$ cat src/rtl/ifu_pkg.sv
// Shared constants for the instruction fetch unit: FSM state encoding,
// the HALT opcode and the position of the opcode field in a 32-bit word.
package ifu_pkg;

   localparam logic [1:0] ST_IDLE   = 2'd0;
   localparam logic [1:0] ST_FETCH  = 2'd1;
   localparam logic [1:0] ST_ISSUE  = 2'd2;
   localparam logic [1:0] ST_HALTED = 2'd3;

   localparam int OPC_W   = 6;
   localparam int OPC_MSB = 31;
   localparam int OPC_LSB = 26;

   localparam logic [OPC_W-1:0] OPC_HALT = 6'b111111;

endpackage

$ cat src/rtl/ifu_pc_counter.sv
// Program counter register for the fetch unit.
// Ports: clk, rst (async, active-high), load_en/load_val (branch load,
// priority over inc_en), inc_en (pc+1, wraps modulo 2^ADDR_W), pc (current PC).
module ifu_pc_counter #(
   parameter int                ADDR_W   = 8,
   parameter logic [ADDR_W-1:0] RESET_PC = '0
) (
   input  logic              clk,
   input  logic              rst,
   input  logic              load_en,
   input  logic [ADDR_W-1:0] load_val,
   input  logic              inc_en,
   output logic [ADDR_W-1:0] pc
);

   localparam logic [ADDR_W-1:0] ONE = {{(ADDR_W-1){1'b0}}, 1'b1};

   always_ff @(posedge clk or posedge rst) begin
      if (rst) begin
         pc <= RESET_PC;
      end else if (load_en) begin
         pc <= load_val;
      end else if (inc_en) begin
         pc <= pc + ONE;
      end
   end

endmodule

$ cat src/rtl/instr_fetch_unit.sv
// Instruction fetch/issue sequencer: fetches words over mem_req/mem_ack,
// issues them to the CU over instr_valid/cu_ready, updates the PC and
// stops on the HALT opcode.
// Ports: clk, rst (async, active-high); mem_req/mem_addr/mem_ack/mem_rdata
// (instruction memory); opCode/instr/instr_valid/cu_ready (CU issue);
// branch_en/branch_target (sampled at issue handshake); pc, halt, fault.
// Optional feature: define IFU_TIMEOUT_EN to build the fetch timeout
// (fault + halt after TMO_CYC ack-wait cycles); otherwise fault is 0.
module instr_fetch_unit
   import ifu_pkg::*;
#(
   parameter int                ADDR_W   = 8,
   parameter int                INSTR_W  = 32,
   parameter logic [ADDR_W-1:0] RESET_PC = '0,
   parameter int                TMO_CYC  = 15
) (
   input  logic               clk,
   input  logic               rst,
   output logic               mem_req,
   output logic [ADDR_W-1:0]  mem_addr,
   input  logic               mem_ack,
   input  logic [INSTR_W-1:0] mem_rdata,
   output logic [OPC_W-1:0]   opCode,
   output logic [INSTR_W-1:0] instr,
   output logic               instr_valid,
   input  logic               cu_ready,
   input  logic               branch_en,
   input  logic [ADDR_W-1:0]  branch_target,
   output logic [ADDR_W-1:0]  pc,
   output logic               halt,
   output logic               fault
);

   logic [1:0]         state;
   logic [1:0]         state_nxt;
   logic [INSTR_W-1:0] instr_q;
   logic               in_fetch;
   logic               hs;
   logic               is_halt;
   logic               tmo_hit;

   assign in_fetch    = (state == ST_FETCH);
   assign hs          = (state == ST_ISSUE) & cu_ready;
   assign is_halt     = (opCode == OPC_HALT);

   assign mem_req     = in_fetch;
   assign mem_addr    = pc;
   assign instr_valid = (state == ST_ISSUE);
   assign halt        = (state == ST_HALTED);
   assign instr       = instr_q;
   assign opCode      = instr_q[INSTR_W-1 -: OPC_W];

   ifu_pc_counter #(
      .ADDR_W   (ADDR_W),
      .RESET_PC (RESET_PC)
   ) u_pc (
      .clk      (clk),
      .rst      (rst),
      .load_en  (hs & ~is_halt & branch_en),
      .load_val (branch_target),
      .inc_en   (hs & ~is_halt & ~branch_en),
      .pc       (pc)
   );

`ifdef IFU_TIMEOUT_EN
   localparam int TMO_W = $clog2(TMO_CYC + 1);

   logic [TMO_W-1:0] tmo_cnt;
   logic             fault_q;

   // Fires in the TMO_CYC-th consecutive FETCH cycle without an ack.
   assign tmo_hit = in_fetch & ~mem_ack &
                    (tmo_cnt == TMO_W'(TMO_CYC - 1));
   assign fault   = fault_q;

   always_ff @(posedge clk or posedge rst) begin
      if (rst) begin
         tmo_cnt <= '0;
         fault_q <= 1'b0;
      end else begin
         if (in_fetch & ~mem_ack) begin
            tmo_cnt <= tmo_cnt + TMO_W'(1);
         end else begin
            tmo_cnt <= '0;
         end
         if (tmo_hit) begin
            fault_q <= 1'b1;
         end
      end
   end
`else
   assign tmo_hit = 1'b0;
   assign fault   = 1'b0;
`endif

   always_comb begin
      state_nxt = state;
      unique case (state)
         ST_IDLE: begin
            state_nxt = ST_FETCH;
         end
         ST_FETCH: begin
            if (mem_ack) begin
               state_nxt = ST_ISSUE;
            end else if (tmo_hit) begin
               state_nxt = ST_HALTED;
            end
         end
         ST_ISSUE: begin
            if (cu_ready) begin
               state_nxt = is_halt ? ST_HALTED : ST_FETCH;
            end
         end
         ST_HALTED: begin
            state_nxt = ST_HALTED;
         end
         default: begin
            state_nxt = ST_IDLE;
         end
      endcase
   end

   always_ff @(posedge clk or posedge rst) begin
      if (rst) begin
         state <= ST_IDLE;
      end else begin
         state <= state_nxt;
      end
   end

   // Only an ack while fetching may load the instruction register.
   always_ff @(posedge clk or posedge rst) begin
      if (rst) begin
         instr_q <= '0;
      end else if (in_fetch & mem_ack) begin
         instr_q <= mem_rdata;
      end
   end

endmodule

$ cat config.mk
export PLATFORM = sky130hd
export DESIGN_NAME = instr_fetch_unit
export DESIGN_NICKNAME = d
export VERILOG_FILES = /design/src/rtl/ifu_pkg.sv /design/src/rtl/ifu_pc_counter.sv /design/src/rtl/instr_fetch_unit.sv
export SDC_FILE = /design/constraint.sdc
export NUM_CORES = 1
export LEC_CHECK = 0
export CAP_MARGIN = 20
export CORE_MARGIN = 5
export CORE_UTILIZATION = 35
export DETAILED_ROUTE_END_ITERATION = 10
export PLACE_DENSITY = 0.79
export SYNTH_ARGS = -nofsm -noshare
export SYNTH_HDL_FRONTEND = slang
export SYNTH_SLANG_ARGS = --single-unit
export TNS_END_PERCENT = 20
$ cat constraint.sdc
create_clock -name clk -period 1.4 [get_ports clk]
set_clock_uncertainty 0.2 [all_clocks]
set_input_delay 0.28 -clock clk [delete_from_list [all_inputs] [get_ports clk]]
set_output_delay 0.28 -clock clk [all_outputs]
set_load 0.01 [all_outputs]
==> results_tabular.tex, run 1 <==
\begin{tabular}{lr}
\hline
Metric & Value \\
\hline
\multicolumn{2}{l}{\textbf{Drt}} \\
\quad Count of routing violations after the opening detailed-route iteration & between 50 and 60 \\
\quad Drt wl/cell & 15.2 µm \\
\quad Routed wl met2 & 2.63 mm \\
\quad Drt drc & 0 \\
\quad Top layer reached by signal wires & met4 \\
\quad Number of nets still failing antenna checks after routing & 0 \\
\quad Met1 Wirelength & 2.25 mm \\
\quad DRT Wirelength & between 5 and 6 mm \\
\quad Pre-Repair DR Iteration Count & 4 \\
\quad Met3 WL post-DR & between 400 and 500 µm \\
\quad Total number of vias & roughly 1700 \\
\quad Per-cell via count in the routed design & 4.68 \\
\multicolumn{2}{l}{\textbf{Synthesis}} \\
\quad Post-synthesis register bit count & between 40 and 50 \\
\quad Count of warnings emitted by yosys & 0 \\
\quad Portion of the post-synthesis area used by sequential elements & 53.4\% \\
\quad Share of the synthesized area in the top cell type & between 50\% and 60\% \\
\quad Post-synth net total & 201 \\
\quad Synth Instances & around 160 \\
\quad Most area-hungry cell type in the Yosys netlist & sky130\_fd\_sc\_hd\_\_dfrtp\_1 \\
\quad Avg Inst Size Synth & 12.7 µm² \\
\quad Synth top area cells & sky130\_fd\_sc\_hd\_\_dfrtp\_1, sky130\_fd\_sc\_hd\_\_mux2\_2, sky130\_fd\_sc\_hd\_\_buf\_4 \\
\quad Number of distinct standard cells referenced by the synthesized netlist & 39 \\
\quad Synth Cell Area & slightly below 2000 µm² \\
\multicolumn{2}{l}{\textbf{Timing}} \\
\quad Final setup viols & 56 \\
\quad Final period demand of the worst path & 1.58 ns \\
\quad WHS & 0.208 ns \\
\quad Final critical-path share of the clock period & 113\% \\
\quad Achievable frequency & around 630 MHz \\
\quad Minimum setup slack in the final design & -0.185 ns \\
\quad RSZ-0062 raised after global routing & yes \\
\quad Number of max-slew violations in the final report & 0 \\
\quad Fin. Hold Viols & 0 \\
\multicolumn{2}{l}{\textbf{Status}} \\
\quad Violations in the final reports & setup timing \\
\quad Run status & finished, violations left \\
\multicolumn{2}{l}{\textbf{Power and ir drop}} \\
\quad Internal power & between 4 and 5 mW \\
\quad Relative contribution of sequential cells to total power & 30.0\% \\
\quad Relative contribution of the clock network to total power & a little over an eighth \\
\quad Static Leakage & 1.71 nW \\
\quad VDD IR max & about 1 mV \\
\quad Pwr Density & slightly above 2000 nW/µm² \\
\quad Sw Share & between 30\% and 40\% \\
\quad Part of the power in combinational logic & between 50 and 60\% \\
\quad Net switching power & between 2 and 2.5 mW \\
\multicolumn{2}{l}{\textbf{Layout}} \\
\quad Commonest non-fill, non-tap cells in the layout & sky130\_fd\_sc\_hd\_\_clkdlybuf4s50\_1, sky130\_fd\_sc\_hd\_\_dfrtp\_1, sky130\_fd\_sc\_hd\_\_buf\_2, sky130\_fd\_sc\_hd\_\_mux2\_4 \\
\quad Area added between synthesis and finish & 75.8\% \\
\quad Sequential standard cell area & 1050 µm² \\
\quad Share of post-route cells with drive strength above 1 & around 54\% \\
\quad Filler Cells Inserted & between 400 and 500 \\
\quad Combined area of the multi-input logic cells & roughly 900 µm² \\
\quad Most frequent standard cell in the layout excluding fill and tap cells & sky130\_fd\_sc\_hd\_\_clkdlybuf4s50\_1 \\
\quad Diode count & 0 \\
\quad Nets & between 300 and 400 \\
\quad Final instance area & $\sim$3500 µm² \\
\multicolumn{2}{l}{\textbf{Floorplanning}} \\
\quad Die outline height & 85.0 µm \\
\quad Initial cell density of the core & 35.9\% \\
\quad Num rows & 27 \\
\quad Die width & 85.0 µm \\
\quad Area of the die & between 7000 and 8000 µm² \\
\quad Core region area & 5470 µm² \\
\quad Count of pins on the block boundary & between 100 and 150 \\
\multicolumn{2}{l}{\textbf{CTS}} \\
\quad H-Tree Depth & 2 \\
\quad Root buf cell & sky130\_fd\_sc\_hd\_\_clkbuf\_8 \\
\quad Post-CTS Hold Buffers & 0 \\
\quad Clock-pin slew on the worst setup and hold paths & around 0.08 ns \\
\quad Clk\_lat worst skew & $\sim$0.29 ns \\
\quad Number of buffers on the longest clock path & 2 \\
\quad CTS Sinks & 42 \\
\quad CTS tree & done \\
\quad Inserted Clock Buffers & 5 \\
\multicolumn{2}{l}{\textbf{Worst setup path}} \\
\quad Cells along the critical path & nand2\_1, o211ai\_4, o32ai\_1, a211o\_1 \\
\quad Endpoint kind of the worst setup timing path & flop \\
\quad Kind of cell with the highest combined delay on the critical path & compound AO/OA/AOI/OAI gates \\
\quad Critical path start-end classification & flop to flop \\
\quad Delay of the slowest critical-path stage & approximately 0.39 ns \\
\quad CP bufs+invs & 0 \\
\quad Worst-path maximum fanout & 6 \\
\quad CP max stage cell & sky130\_fd\_sc\_hd\_\_dfrtp\_1 \\
\quad Required time of the worst setup path & 1.38 ns \\
\quad Startpoint type of the worst setup path & flop \\
\quad Data arrival time of the worst path & roughly 1.6 ns \\
\multicolumn{2}{l}{\textbf{Global route}} \\
\quad Global-route total usage across every layer & between 10 and 15\% \\
\quad Via count of the first global-routing pass & between 1500 and 2000 \\
\quad First-pass GRT wire length & a little over 8 mm \\
\quad Number of antenna violations at the first check in global routing & 0 \\
\quad Grt total ovfl & 0 \\
\quad Pin count of the biggest net entering global routing & 43 \\
\multicolumn{2}{l}{\textbf{Place}} \\
\quad Worst-case setup slack after placement & -0.301 ns \\
\quad Buffers on Ports & between 100 and 150 \\
\quad Routability-driven placement congestion ratio & $\sim$0.74 \\
\quad Area post-placement & approximately 3200 µm² \\
\quad Total half-perimeter wirelength after legalization and detailed placement & about 3.5 mm \\
\multicolumn{2}{l}{\textbf{Run}} \\
\quad Max-cap violation count & 0 \\
\multicolumn{2}{l}{\textbf{Hold path}} \\
\quad Classification of the worst-slack hold path & input port to async pin \\
\hline
\end{tabular}
==> sequential cells by signal (all words and copies together), names as in the netlist <==
name / cells
u_pc.pc: 8
state: 2
instr: 32
==> power by group through the flow <==
| stage | logic, mW | registers (mW) | clock network, mW |
|---|---|---|---|
| final | 4.07 | 2.15 | 0.934 |
| after global routing | 4.37 | 2.23 | 1.03 |
| after CTS | 3.76 | 2.13 | 0.973 |
| after detailed placement | 3.76 | 2.18 | 0 |
| after global placement | 3.70 | 2.15 | 0 |
| after floorplan | 1.41 | 2.47 | 0 |
==> worst paths after layout <==
path / startpoint / to / slack (ns) / cells after the start
max in group asynchronous: rst / state[1] / 0.58 / 3
setup / recovery: instr[31] / u_pc.pc[3] / -0.18 / 4
hold reg to reg: instr[2] / instr[2] / 0.31 / 1
hold / removal: rst / u_pc.pc[6] / 0.21 / 3
min in group clk: cu_ready / u_pc.pc[0] / 0.27 / 3
setup reg to reg: instr[31] / u_pc.pc[3] / -0.18 / 4
==> area by class of cell <==
cell class                      count  area share [%]
Inverter                            3           0.434
Clock buffer                        7            2.21
Clock inverter                      1           0.869
Sequential cell                    42            30.4
Tap cell                           72            2.61
Multi-Input combinational cell     89            26.1
Timing Repair Buffer              144            37.4
==> cells by family (layout without fill, tap and decap cells) <==
kind of cell	count (synthesis)	after routing	share of synthesized area, %
AND/OR/NAND/NOR	28	28	8.46
buffers and inverters	25	155	9.22
adder cells (fa/ha/maj)	1	1	0.636
flip-flops	42	42	53.4
other	1	1	0.191
multiplexers	33	33	18.8
AO/OA/AOI/OAI	25	26	9.22
==> what timing repair did <==
item	CTS	global route
gates resized for setup	221	55
setup buffers	8	4
pin swaps	0	5
endpoints found under the setup margin	97	79
gates cloned	1	3
==> layer usage <==
metal  up-vias  track usage [%]
li1        794                -
met1       798             17.2
met2        72             22.9
met3        10             6.41
met4         0             4.03
met5         -                0
==> through the flow <==
stage	power (mW)	utilization, %	TNS, ns	std cells
global route	7.63	63.2	-9.71	358
global placement	5.85	58.1	-12.46	334
finish	7.15	63.2	-7.04	358
CTS	6.86	60.6	-6.55	351
detailed placement	5.94	58.1	-12.60	334
floorplan	3.88	-	-0.743	155
==> cells in the mapped netlist (all sizes together) <==
library cell / n
nand2: 9
a31oi: 2
nand3: 3
o2bb2ai: 1
mux2i: 1
mux2: 32
dfrtp: 42
ha: 1
and3: 1
a21oi: 4
o41a: 1
o21ai: 9
and2: 1
nor2b: 2
o211ai: 2
o31a: 1
a211o: 2
nor3b: 1
buf: 20
o32ai: 1
clkbuf: 2
and2b: 1
nand4: 1
conb: 1
nor4: 1
inv: 3
nor3: 2
a22oi: 1
nor2: 5
nor4b: 1
o21bai: 1
==> tightest hold or removal path: cells and delay by family <==
| kind | cells | cell delay (ns) |
|---|---|---|
| buf+inv | 3 | 0.79 |
Note: power is estimated with default switching activity, not from simulation.
==> inputs of run 2 (changes only) <==
--- a/config.mk
+++ b/config.mk
@@ -5,11 +5,13 @@
 export SDC_FILE = /design/constraint.sdc
 export NUM_CORES = 1
 export LEC_CHECK = 0
+export ABC_AREA = 1
 export CAP_MARGIN = 20
 export CORE_MARGIN = 5
-export CORE_UTILIZATION = 35
+export CORE_UTILIZATION = 37
 export DETAILED_ROUTE_END_ITERATION = 10
-export PLACE_DENSITY = 0.79
+export GPL_TIMING_DRIVEN = 1
+export PLACE_DENSITY = 0.81
 export SYNTH_ARGS = -nofsm -noshare
 export SYNTH_HDL_FRONTEND = slang
 export SYNTH_SLANG_ARGS = --single-unit
==> run 2 against run 1 <==
The flow still finishes with violations (setup timing). Synthesized area is 7.8% higher. Core utilization down 3.1 points. Total power shrank 69%. Synthesized cell count rose by 23%. Critical path type unchanged. Maximum frequency is 1.2% lower. Non-clock buffer count down 7. Highest routed layer unchanged. Setup slack got worse by 0.019 ns. Hold slack got worse by 0.027 ns. Count of clock-buffer cells in the layout is 1 lower. Largest power group is now sequential cells. Final cell count up 8.4%.
==> results_tabular.tex, run 2 <==
\begin{tabular}{lr}
\hline
Metric & Value \\
\hline
\multicolumn{2}{l}{\textbf{CTS}} \\
\quad H-Tree Depth & 2 (unchanged) \\
\quad Root buf cell & sky130\_fd\_sc\_hd\_\_clkbuf\_8 (unchanged) \\
\quad Post-CTS Hold Buffers & 0 (unchanged) \\
\quad Inserted Clock Buffers & 5 (unchanged) \\
\quad Number of buffers on the longest clock path & 2 (unchanged) \\
\quad CTS Sinks & 42 (unchanged) \\
\quad CTS tree & done (unchanged) \\
\quad Clk\_lat worst skew & 0.29 ns (about the same) \\
\quad Clock-pin slew on the worst setup and hold paths & 0.09 ns (was 0.08 ns) \\
\multicolumn{2}{l}{\textbf{Timing}} \\
\quad Final critical-path share of the clock period & 115\% (was 113\%) \\
\quad Achievable frequency & 623 MHz (was 631 MHz) \\
\quad Number of max-slew violations in the final report & 0 (unchanged) \\
\quad RSZ-0062 raised after global routing & yes (unchanged) \\
\quad Final period demand of the worst path & 1.60 ns (was 1.58 ns) \\
\quad Minimum setup slack in the final design & -0.204 ns (was -0.185 ns) \\
\quad Fin. Hold Viols & 0 (unchanged) \\
\quad Final setup viols & 47 (was 56) \\
\multicolumn{2}{l}{\textbf{Worst setup path}} \\
\quad Required time of the worst setup path & 1.37 ns (was 1.38 ns) \\
\quad Reg2Reg Launch Point & state[1] (was instr[31]) \\
\quad Endpoint kind of the worst setup timing path & flop (unchanged) \\
\quad Data arrival time of the worst path & 1.58 ns (was 1.56 ns) \\
\quad Worst-path maximum fanout & 8 (was 6) \\
\quad Critical path start-end classification & flop to flop (unchanged) \\
\quad Setup crit start & state[1] (was instr[31]) \\
\quad Startpoint type of the worst setup path & flop (unchanged) \\
\multicolumn{2}{l}{\textbf{Synthesis}} \\
\quad Synth Instances & 190 (was 155) \\
\quad Post-synth net total & 236 (was 201) \\
\quad Prevailing post-synth register cell & sky130\_fd\_sc\_hd\_\_dfrtp\_1 (unchanged) \\
\quad Async S/R FF share, synth & 100\% (unchanged) \\
\quad Synth top area cells & sky130\_fd\_sc\_hd\_\_dfrtp\_1, sky130\_fd\_sc\_hd\_\_mux2\_4, sky130\_fd\_sc\_hd\_\_nand2\_1 (was sky130\_fd\_sc\_hd\_\_dfrtp\_1, sky130\_fd\_sc\_hd\_\_mux2\_2, sky130\_fd\_sc\_hd\_\_buf\_4) \\
\quad Count of warnings emitted by yosys & 0 (unchanged) \\
\quad Number of distinct standard cells referenced by the synthesized netlist & 23 (was 39) \\
\quad Cell with the most instances after synthesis & sky130\_fd\_sc\_hd\_\_dfrtp\_1 (unchanged) \\
\quad Portion of the post-synthesis area used by sequential elements & 49.6\% (was 53.4\%) \\
\quad Most numerous cell types in the synthesized netlist & sky130\_fd\_sc\_hd\_\_dfrtp\_1, sky130\_fd\_sc\_hd\_\_nand2\_1, sky130\_fd\_sc\_hd\_\_mux2\_4 (was sky130\_fd\_sc\_hd\_\_dfrtp\_1, sky130\_fd\_sc\_hd\_\_mux2\_2, sky130\_fd\_sc\_hd\_\_buf\_4) \\
\quad Count of flip-flops with a built-in enable after synthesis & 0 (unchanged) \\
\quad Post-synthesis register bit count & 42 (unchanged) \\
\quad Share of the synthesized area in the top cell type & 49.6\% (was 53.4\%) \\
\quad Most area-hungry cell type in the Yosys netlist & sky130\_fd\_sc\_hd\_\_dfrtp\_1 (unchanged) \\
\quad Synth Cell Area & 2120 µm² (was 1970 µm²) \\
\quad Avg Inst Size Synth & 11.2 µm² (was 12.7 µm²) \\
\multicolumn{2}{l}{\textbf{Status}} \\
\quad Run status & finished, violations left (unchanged) \\
\quad Violations in the final reports & setup timing (unchanged) \\
\multicolumn{2}{l}{\textbf{Power and ir drop}} \\
\quad Static Leakage & 1.86 nW (was 1.71 nW) \\
\quad Pwr Density & 665 nW/µm² (was 2070 nW/µm²) \\
\quad Sum of internal, switching and leakage power & 2.22 mW (was 7.15 mW) \\
\quad VDD IR max & 0.335 mV (was 0.997 mV) \\
\multicolumn{2}{l}{\textbf{Layout}} \\
\quad Flip-flop count of the largest register after layout & 32 (unchanged) \\
\quad Final instance area & 3330 µm² (was 3460 µm²) \\
\quad Commonest non-fill, non-tap cells in the layout & sky130\_fd\_sc\_hd\_\_buf\_2, sky130\_fd\_sc\_hd\_\_clkdlybuf4s50\_1, sky130\_fd\_sc\_hd\_\_dfrtp\_1, sky130\_fd\_sc\_hd\_\_nand2\_1, sky130\_fd\_sc\_hd\_\_mux2\_4 (was sky130\_fd\_sc\_hd\_\_clkdlybuf4s50\_1, sky130\_fd\_sc\_hd\_\_dfrtp\_1, sky130\_fd\_sc\_hd\_\_buf\_2, sky130\_fd\_sc\_hd\_\_mux2\_4) \\
\quad Combined area of the multi-input logic cells & 887 µm² (was 902 µm²) \\
\quad Filler Cells Inserted & 513 (was 446) \\
\quad Sequential standard cell area & 1050 µm² (unchanged) \\
\quad Share of post-route cells with drive strength above 1 & 48.1\% (was 53.8\%) \\
\quad Nets & 361 (was 331) \\
\quad Most frequent standard cell in the layout excluding fill and tap cells & sky130\_fd\_sc\_hd\_\_buf\_2 (was sky130\_fd\_sc\_hd\_\_clkdlybuf4s50\_1) \\
\quad Area added between synthesis and finish & 57.0\% (was 75.8\%) \\
\quad Diode count & 0 (unchanged) \\
\multicolumn{2}{l}{\textbf{Floorplanning}} \\
\quad Core region area & 5540 µm² (was 5470 µm²) \\
\quad Count of pins on the block boundary & 103 (unchanged) \\
\quad Area of the die & 7350 µm² (was 7220 µm²) \\
\quad Die outline height & 85.7 µm (was 85.0 µm) \\
\quad Initial cell density of the core & 38.3\% (was 35.9\%) \\
\quad Num rows & 27 (unchanged) \\
\quad Die width & 85.7 µm (was 85.0 µm) \\
\multicolumn{2}{l}{\textbf{Drt}} \\
\quad Number of nets still failing antenna checks after routing & 0 (unchanged) \\
\quad Total number of vias & 1734 (was 1674) \\
\quad Count of routing violations after the opening detailed-route iteration & 22 (was 56) \\
\quad Drt drc & 0 (unchanged) \\
\quad Per-cell via count in the routed design & 4.47 (was 4.68) \\
\quad Pre-Repair DR Iteration Count & 4 (unchanged) \\
\quad DRT Wirelength & 5.58 mm (was 5.44 mm) \\
\quad Drt wl/cell & 14.4 µm (was 15.2 µm) \\
\multicolumn{2}{l}{\textbf{Run}} \\
\quad Max-cap violation count & 0 (unchanged) \\
\multicolumn{2}{l}{\textbf{Global route}} \\
\quad Number of antenna violations at the first check in global routing & 0 (unchanged) \\
\quad First-pass GRT wire length & 9.10 mm (was 8.30 mm) \\
\quad Pin count of the biggest net entering global routing & 43 (unchanged) \\
\quad Global-route total usage across every layer & 15.7\% (was 14.2\%) \\
\quad Grt total ovfl & 0 (unchanged) \\
\quad Via count of the first global-routing pass & 1853 (was 1723) \\
\multicolumn{2}{l}{\textbf{Place}} \\
\quad Buffers on Ports & 101 (unchanged) \\
\quad Routability-driven placement congestion ratio & 0.772 (was 0.742) \\
\quad Area post-placement & 3290 µm² (was 3180 µm²) \\
\quad Total half-perimeter wirelength after legalization and detailed placement & 4.12 mm (was 3.54 mm) \\
\multicolumn{2}{l}{\textbf{Hold path}} \\
\quad Classification of the worst-slack hold path & input port to async pin (unchanged) \\
\hline
\end{tabular}
[run 2: changes by cell type after synthesis, moves of 3 or more]
cell | previous run | this run
sky130_fd_sc_hd__mux2_2 | 28 | 3
sky130_fd_sc_hd__mux2_4 | 0 | 29
sky130_fd_sc_hd__o21ai_1 | 6 | 0
sky130_fd_sc_hd__o21ai_0 | 3 | 6
sky130_fd_sc_hd__nor2_1 | 5 | 11
sky130_fd_sc_hd__a21oi_1 | 4 | 0
sky130_fd_sc_hd__nand3_1 | 2 | 10
sky130_fd_sc_hd__nand2_1 | 8 | 37
sky130_fd_sc_hd__mux2_1 | 4 | 0
sky130_fd_sc_hd__inv_1 | 3 | 17
[run 2: final timing paths]
kind | endpoint | slack (ns) | cells after the start
worst max-delay path | instr[31] | -0.20 | 6
worst min-delay path | instr[14] | 0.18 | 3
worst max register to register | instr[31] | -0.20 | 6
worst min register to register | instr[6] | 0.31 | 1
max in group asynchronous | u_pc.pc[0] | 0.61 | 3
min in group clk | instr[6] | 0.31 | 1
[run 2: cells by family after synthesis]
kind of cell             Yosys count  share of synthesized area [%]
multiplexers                      32                           22.1
AND/OR/NAND/NOR                   68                           14.6
XOR/XNOR                           1                          0.413
buffers and inverters             37                           10.3
adder cells (fa/ha/maj)            1                          0.590
AO/OA/AOI/OAI                      8                           2.18
flip-flops                        42                           49.6
other                              1                          0.177
[run 2: what timing repair did]
action	CTS	global route
cloned	3	0
setup buffers	5	2
endpoints found under the setup margin	97	62
resized for setup	244	15
endpoints found under the hold margin	0	0
pin swaps	4	1
[run 2: worst max-delay path, stage by stage, from the launching register on]
cell and delay, ns:
sky130_fd_sc_hd__dfrtp_1 0.39, sky130_fd_sc_hd__buf_6 0.13, sky130_fd_sc_hd__nor2_4 0.08, sky130_fd_sc_hd__buf_6 0.12, sky130_fd_sc_hd__nand2_8 0.10, sky130_fd_sc_hd__buf_8 0.17, sky130_fd_sc_hd__mux2_4 0.30
[run 2: metal layers]
| metal | GRT usage [%] | share of wire (%) | up-vias |
|---|---|---|---|
| met2 | 27.5 | 51 | 65 |
| met4 | 3.74 | 0.43 | 0 |
| met5 | 0 | 0 | - |
| met1 | 19.0 | 41 | 823 |
| li1 | - | - | 844 |
| met3 | 4.42 | 7.2 | 2 |
[run 2: report_power, final]
part / switching (mW) / leakage [nW] / internal [mW]
Clock: 0.415 / 0.0472 / 0.397
Sequential: 0 / 0.566 / 1.21
Combinational: 0.0625 / 1.25 / 0.130
[run 2: cell type report]
cell class / count / area share, %
clock buffer: 6 / 2.48
clock inverter: 2 / 0.376
inverter: 18 / 2.22
multi-input combinational: 111 / 26.6
sequential: 42 / 31.6
tap: 72 / 2.70
timing repair buffer: 137 / 34.0
[run 2: per-stage QoR]
step | instances | hold WS, ns | setup TNS, ns | utilization (%) | setup WS (ns)
after floorplan | 190 | 0.0715 | -1.34 | - | -0.0469
after global placement | 370 | 0.294 | -12.00 | 59.5 | -0.306
after detailed placement | 370 | 0.295 | -13.72 | 59.5 | -0.334
after CTS | 386 | 0.183 | -7.11 | 60.8 | -0.211
after global routing | 388 | 0.201 | -9.46 | 60.1 | -0.252
final | 388 | 0.182 | -6.71 | 60.1 | -0.204
==> inputs of run 3 (changes only) <==
--- a/config.mk
+++ b/config.mk
@@ -9,9 +9,10 @@
 export CAP_MARGIN = 20
 export CORE_MARGIN = 5
 export CORE_UTILIZATION = 37
+export CTS_CLUSTER_DIAMETER = 200
 export DETAILED_ROUTE_END_ITERATION = 10
 export GPL_TIMING_DRIVEN = 1
-export PLACE_DENSITY = 0.81
+export PLACE_DENSITY = 0.77
 export SYNTH_ARGS = -nofsm -noshare
 export SYNTH_HDL_FRONTEND = slang
 export SYNTH_SLANG_ARGS = --single-unit
==> run 3 against run 2 <==
The run still ends with setup timing left. Register-to-register slack hardly changed. Via count up 1.0%. Global-route usage fell by 0.34 points. Flip-flop and latch count stayed put. Critical endpoint is now instr[14]. Wire length is 5.0% lower. Sequential power barely moved. Setup slack worse by 0.0041 ns. Count of clock-buffer cells in the layout unchanged. Clock power grew 19%.
==> results_tabular.tex, run 3 (synthesis results as in run 2) <==
\begin{tabular}{lr}
\hline
Metric & Value \\
\hline
\multicolumn{2}{l}{\textbf{Status}} \\
\quad Run status & finished, violations left (unchanged) \\
\quad Violations in the final reports & setup timing (unchanged) \\
\multicolumn{2}{l}{\textbf{Layout}} \\
\quad Post-route insts no fill & 393 (was 388) \\
\quad Commonest non-fill, non-tap cells in the layout & sky130\_fd\_sc\_hd\_\_buf\_2, sky130\_fd\_sc\_hd\_\_clkdlybuf4s50\_1, sky130\_fd\_sc\_hd\_\_dfrtp\_1, sky130\_fd\_sc\_hd\_\_nand2\_1 (was sky130\_fd\_sc\_hd\_\_buf\_2, sky130\_fd\_sc\_hd\_\_clkdlybuf4s50\_1, sky130\_fd\_sc\_hd\_\_dfrtp\_1, sky130\_fd\_sc\_hd\_\_nand2\_1, sky130\_fd\_sc\_hd\_\_mux2\_4) \\
\quad Most frequent standard cell in the layout excluding fill and tap cells & sky130\_fd\_sc\_hd\_\_buf\_2 (unchanged) \\
\quad Nets & 366 (was 361) \\
\quad Diode count & 0 (unchanged) \\
\quad Share of post-route cells with drive strength above 1 & 49.2\% (was 48.1\%) \\
\quad Flip-flop count of the largest register after layout & 32 (unchanged) \\
\quad Area added between synthesis and finish & 61.7\% (was 57.0\%) \\
\quad Final instance area & 3430 µm² (was 3330 µm²) \\
\multicolumn{2}{l}{\textbf{Worst setup path}} \\
\quad Endpoint kind of the worst setup timing path & flop (unchanged) \\
\quad Delay of the slowest critical-path stage & 0.41 ns (was 0.39 ns) \\
\quad Required time of the worst setup path & 1.38 ns (was 1.37 ns) \\
\quad Worst-path maximum fanout & 8 (unchanged) \\
\quad Cells along the critical path & buf\_6, nor2\_4, buf\_6, nand2\_8, buf\_12, mux2\_4 (was buf\_6, nor2\_4, buf\_6, nand2\_8, buf\_8, mux2\_4) \\
\quad Data arrival time of the worst path & 1.59 ns (was 1.58 ns) \\
\quad Cell occurring most often along the worst timing path & sky130\_fd\_sc\_hd\_\_buf\_6 (unchanged) \\
\quad Critical path start-end classification & flop to flop (unchanged) \\
\quad CP max stage cell & sky130\_fd\_sc\_hd\_\_dfrtp\_2 (was sky130\_fd\_sc\_hd\_\_dfrtp\_1) \\
\quad Startpoint type of the worst setup path & flop (unchanged) \\
\multicolumn{2}{l}{\textbf{Place}} \\
\quad Total half-perimeter wirelength after legalization and detailed placement & 3.86 mm (was 4.12 mm) \\
\quad Buffers on Ports & 101 (unchanged) \\
\quad Area post-placement & 3320 µm² (was 3290 µm²) \\
\quad Routability-driven placement congestion ratio & 0.743 (was 0.772) \\
\quad Number of placed instances with taps included & 372 (was 370) \\
\multicolumn{2}{l}{\textbf{Global route}} \\
\quad Global-route total usage across every layer & 15.3\% (was 15.7\%) \\
\quad Grt total ovfl & 0 (unchanged) \\
\quad First-pass GRT wire length & 9.03 mm (was 9.10 mm) \\
\quad Pin count of the biggest net entering global routing & 23 (was 43) \\
\quad Number of antenna violations at the first check in global routing & 0 (unchanged) \\
\quad Via count of the first global-routing pass & 1884 (was 1853) \\
\multicolumn{2}{l}{\textbf{Timing}} \\
\quad Final setup viols & 44 (was 47) \\
\quad Final period demand of the worst path & 1.61 ns (was 1.60 ns) \\
\quad Minimum setup slack in the final design & -0.209 ns (was -0.204 ns) \\
\quad RSZ-0062 raised after global routing & yes (unchanged) \\
\quad Final critical-path share of the clock period & 115\% (about the same) \\
\quad Number of max-slew violations in the final report & 0 (unchanged) \\
\quad Achievable frequency & 622 MHz (was 623 MHz) \\
\quad Fin. Hold Viols & 0 (unchanged) \\
\multicolumn{2}{l}{\textbf{Drt}} \\
\quad Drt wl/cell & 13.5 µm (was 14.4 µm) \\
\quad Per-cell via count in the routed design & 4.46 (was 4.47) \\
\quad Count of routing violations after the opening detailed-route iteration & 31 (was 22) \\
\quad Pre-Repair DR Iteration Count & 4 (unchanged) \\
\quad Total number of vias & 1752 (was 1734) \\
\quad Drt drc & 0 (unchanged) \\
\quad DRT Wirelength & 5.30 mm (was 5.58 mm) \\
\quad Number of nets still failing antenna checks after routing & 0 (unchanged) \\
\multicolumn{2}{l}{\textbf{Floorplanning}} \\
\quad Count of pins on the block boundary & 103 (unchanged) \\
\quad Num rows & 27 (unchanged) \\
\quad Initial cell density of the core & 38.3\% (unchanged) \\
\quad Core region area & 5540 µm² (unchanged) \\
\quad Area of the die & 7350 µm² (unchanged) \\
\quad Die outline height & 85.7 µm (unchanged) \\
\quad Die width & 85.7 µm (unchanged) \\
\multicolumn{2}{l}{\textbf{CTS}} \\
\quad CTS tree & done (unchanged) \\
\quad Root buf cell & sky130\_fd\_sc\_hd\_\_clkbuf\_8 (unchanged) \\
\quad CTS Sinks & 42 (unchanged) \\
\quad Post-CTS Hold Buffers & 0 (unchanged) \\
\quad Clock-pin slew on the worst setup and hold paths & 0.08 ns (was 0.09 ns) \\
\quad Clk\_lat worst skew & 0.29 ns (about the same) \\
\quad Number of buffers on the longest clock path & 2 (unchanged) \\
\quad Inserted Clock Buffers & 5 (unchanged) \\
\quad H-Tree Depth & 2 (unchanged) \\
\multicolumn{2}{l}{\textbf{Power and ir drop}} \\
\quad Static Leakage & 1.89 nW (was 1.86 nW) \\
\quad Pwr Density & 692 nW/µm² (was 665 nW/µm²) \\
\quad VDD IR max & 0.380 mV (was 0.335 mV) \\
\quad Relative contribution of the clock network to total power & 40.7\% (was 36.6\%) \\
\quad Relative contribution of sequential cells to total power & 51.1\% (was 54.7\%) \\
\quad Sw Share & 20.9\% (was 21.5\%) \\
\quad Net switching power & 496 µW (was 477 µW) \\
\quad Part of the power in combinational logic & 8.3\% (was 8.7\%) \\
\quad Internal power & 1.88 mW (was 1.74 mW) \\
\quad Sum of internal, switching and leakage power & 2.37 mW (was 2.22 mW) \\
\multicolumn{2}{l}{\textbf{Hold path}} \\
\quad Classification of the worst-slack hold path & input port to async pin (unchanged) \\
\multicolumn{2}{l}{\textbf{Run}} \\
\quad Max-cap violation count & 0 (unchanged) \\
\hline
\end{tabular}
## run 3: worst max-delay path, delay by kind of cell, from the launching register on
| family | cells | cell delay, ns |
|---|---|---|
| buf+inv | 3 | 0.42 |
| flops | 1 | 0.41 |
| mux | 1 | 0.29 |
| simple gates | 2 | 0.17 |
## run 3: power groups by stage
| stage | sequential [mW] | combinational, mW | clock [mW] |
|---|---|---|---|
| after detailed placement | 1.24 | 0.198 | 0 |
| final | 1.21 | 0.196 | 0.965 |
| after global placement | 1.24 | 0.196 | 0 |
| after floorplan | 1.24 | 0.0425 | 0 |
| after global routing | 1.21 | 0.214 | 1.03 |
| after CTS | 1.21 | 0.200 | 0.996 |
## run 3: routing by layer
metal,part of all wire [%],GRT usage [%],vias up
met2,50,26.2,66
met5,0,0,-
met4,0.62,3.88,0
met3,7.7,4.71,5
met1,42,18.8,821
li1,-,-,860
## run 3: final cells by class
cell class                      instances  area (µm²)
Clock buffer                            6        72.6
Inverter                               18        73.8
Multi-Input combinational cell        111         915
Clock inverter                          2        37.5
Sequential cell                        42        1050
Tap cell                               72        90.1
Fill cell                             492        2110
Timing Repair Buffer                  142        1190
## run 3: final timing paths
check	start	to	slack, ns	depth (start not counted)
min in group clk	instr[5]	instr[5]	0.31	1
max	state[1]	instr[14]	-0.21	6
max reg2reg	state[1]	instr[14]	-0.21	6
min	rst	state[0]	0.16	3
max in group asynchronous	rst	state[1]	0.68	3
min reg2reg	instr[5]	instr[5]	0.31	1
## run 3: through the flow
stage / utilization (%) / hold slack (ns) / setup TNS, ns / setup slack [ns]
finish: 61.9 / 0.165 / -6.73 / -0.209
global route: 61.9 / 0.184 / -10.45 / -0.283
CTS: 62.6 / 0.155 / -7.21 / -0.221
detailed placement: 60.0 / 0.290 / -13.21 / -0.348
global placement: 60.0 / 0.297 / -12.20 / -0.320
floorplan: - / 0.0715 / -1.34 / -0.0469
## run 3: what timing repair did
action,in CTS,in global routing
buffers inserted,11,0
pin swaps,3,0
cloned,2,0
setup endpoints to repair,97,61
gates resized for setup,247,18
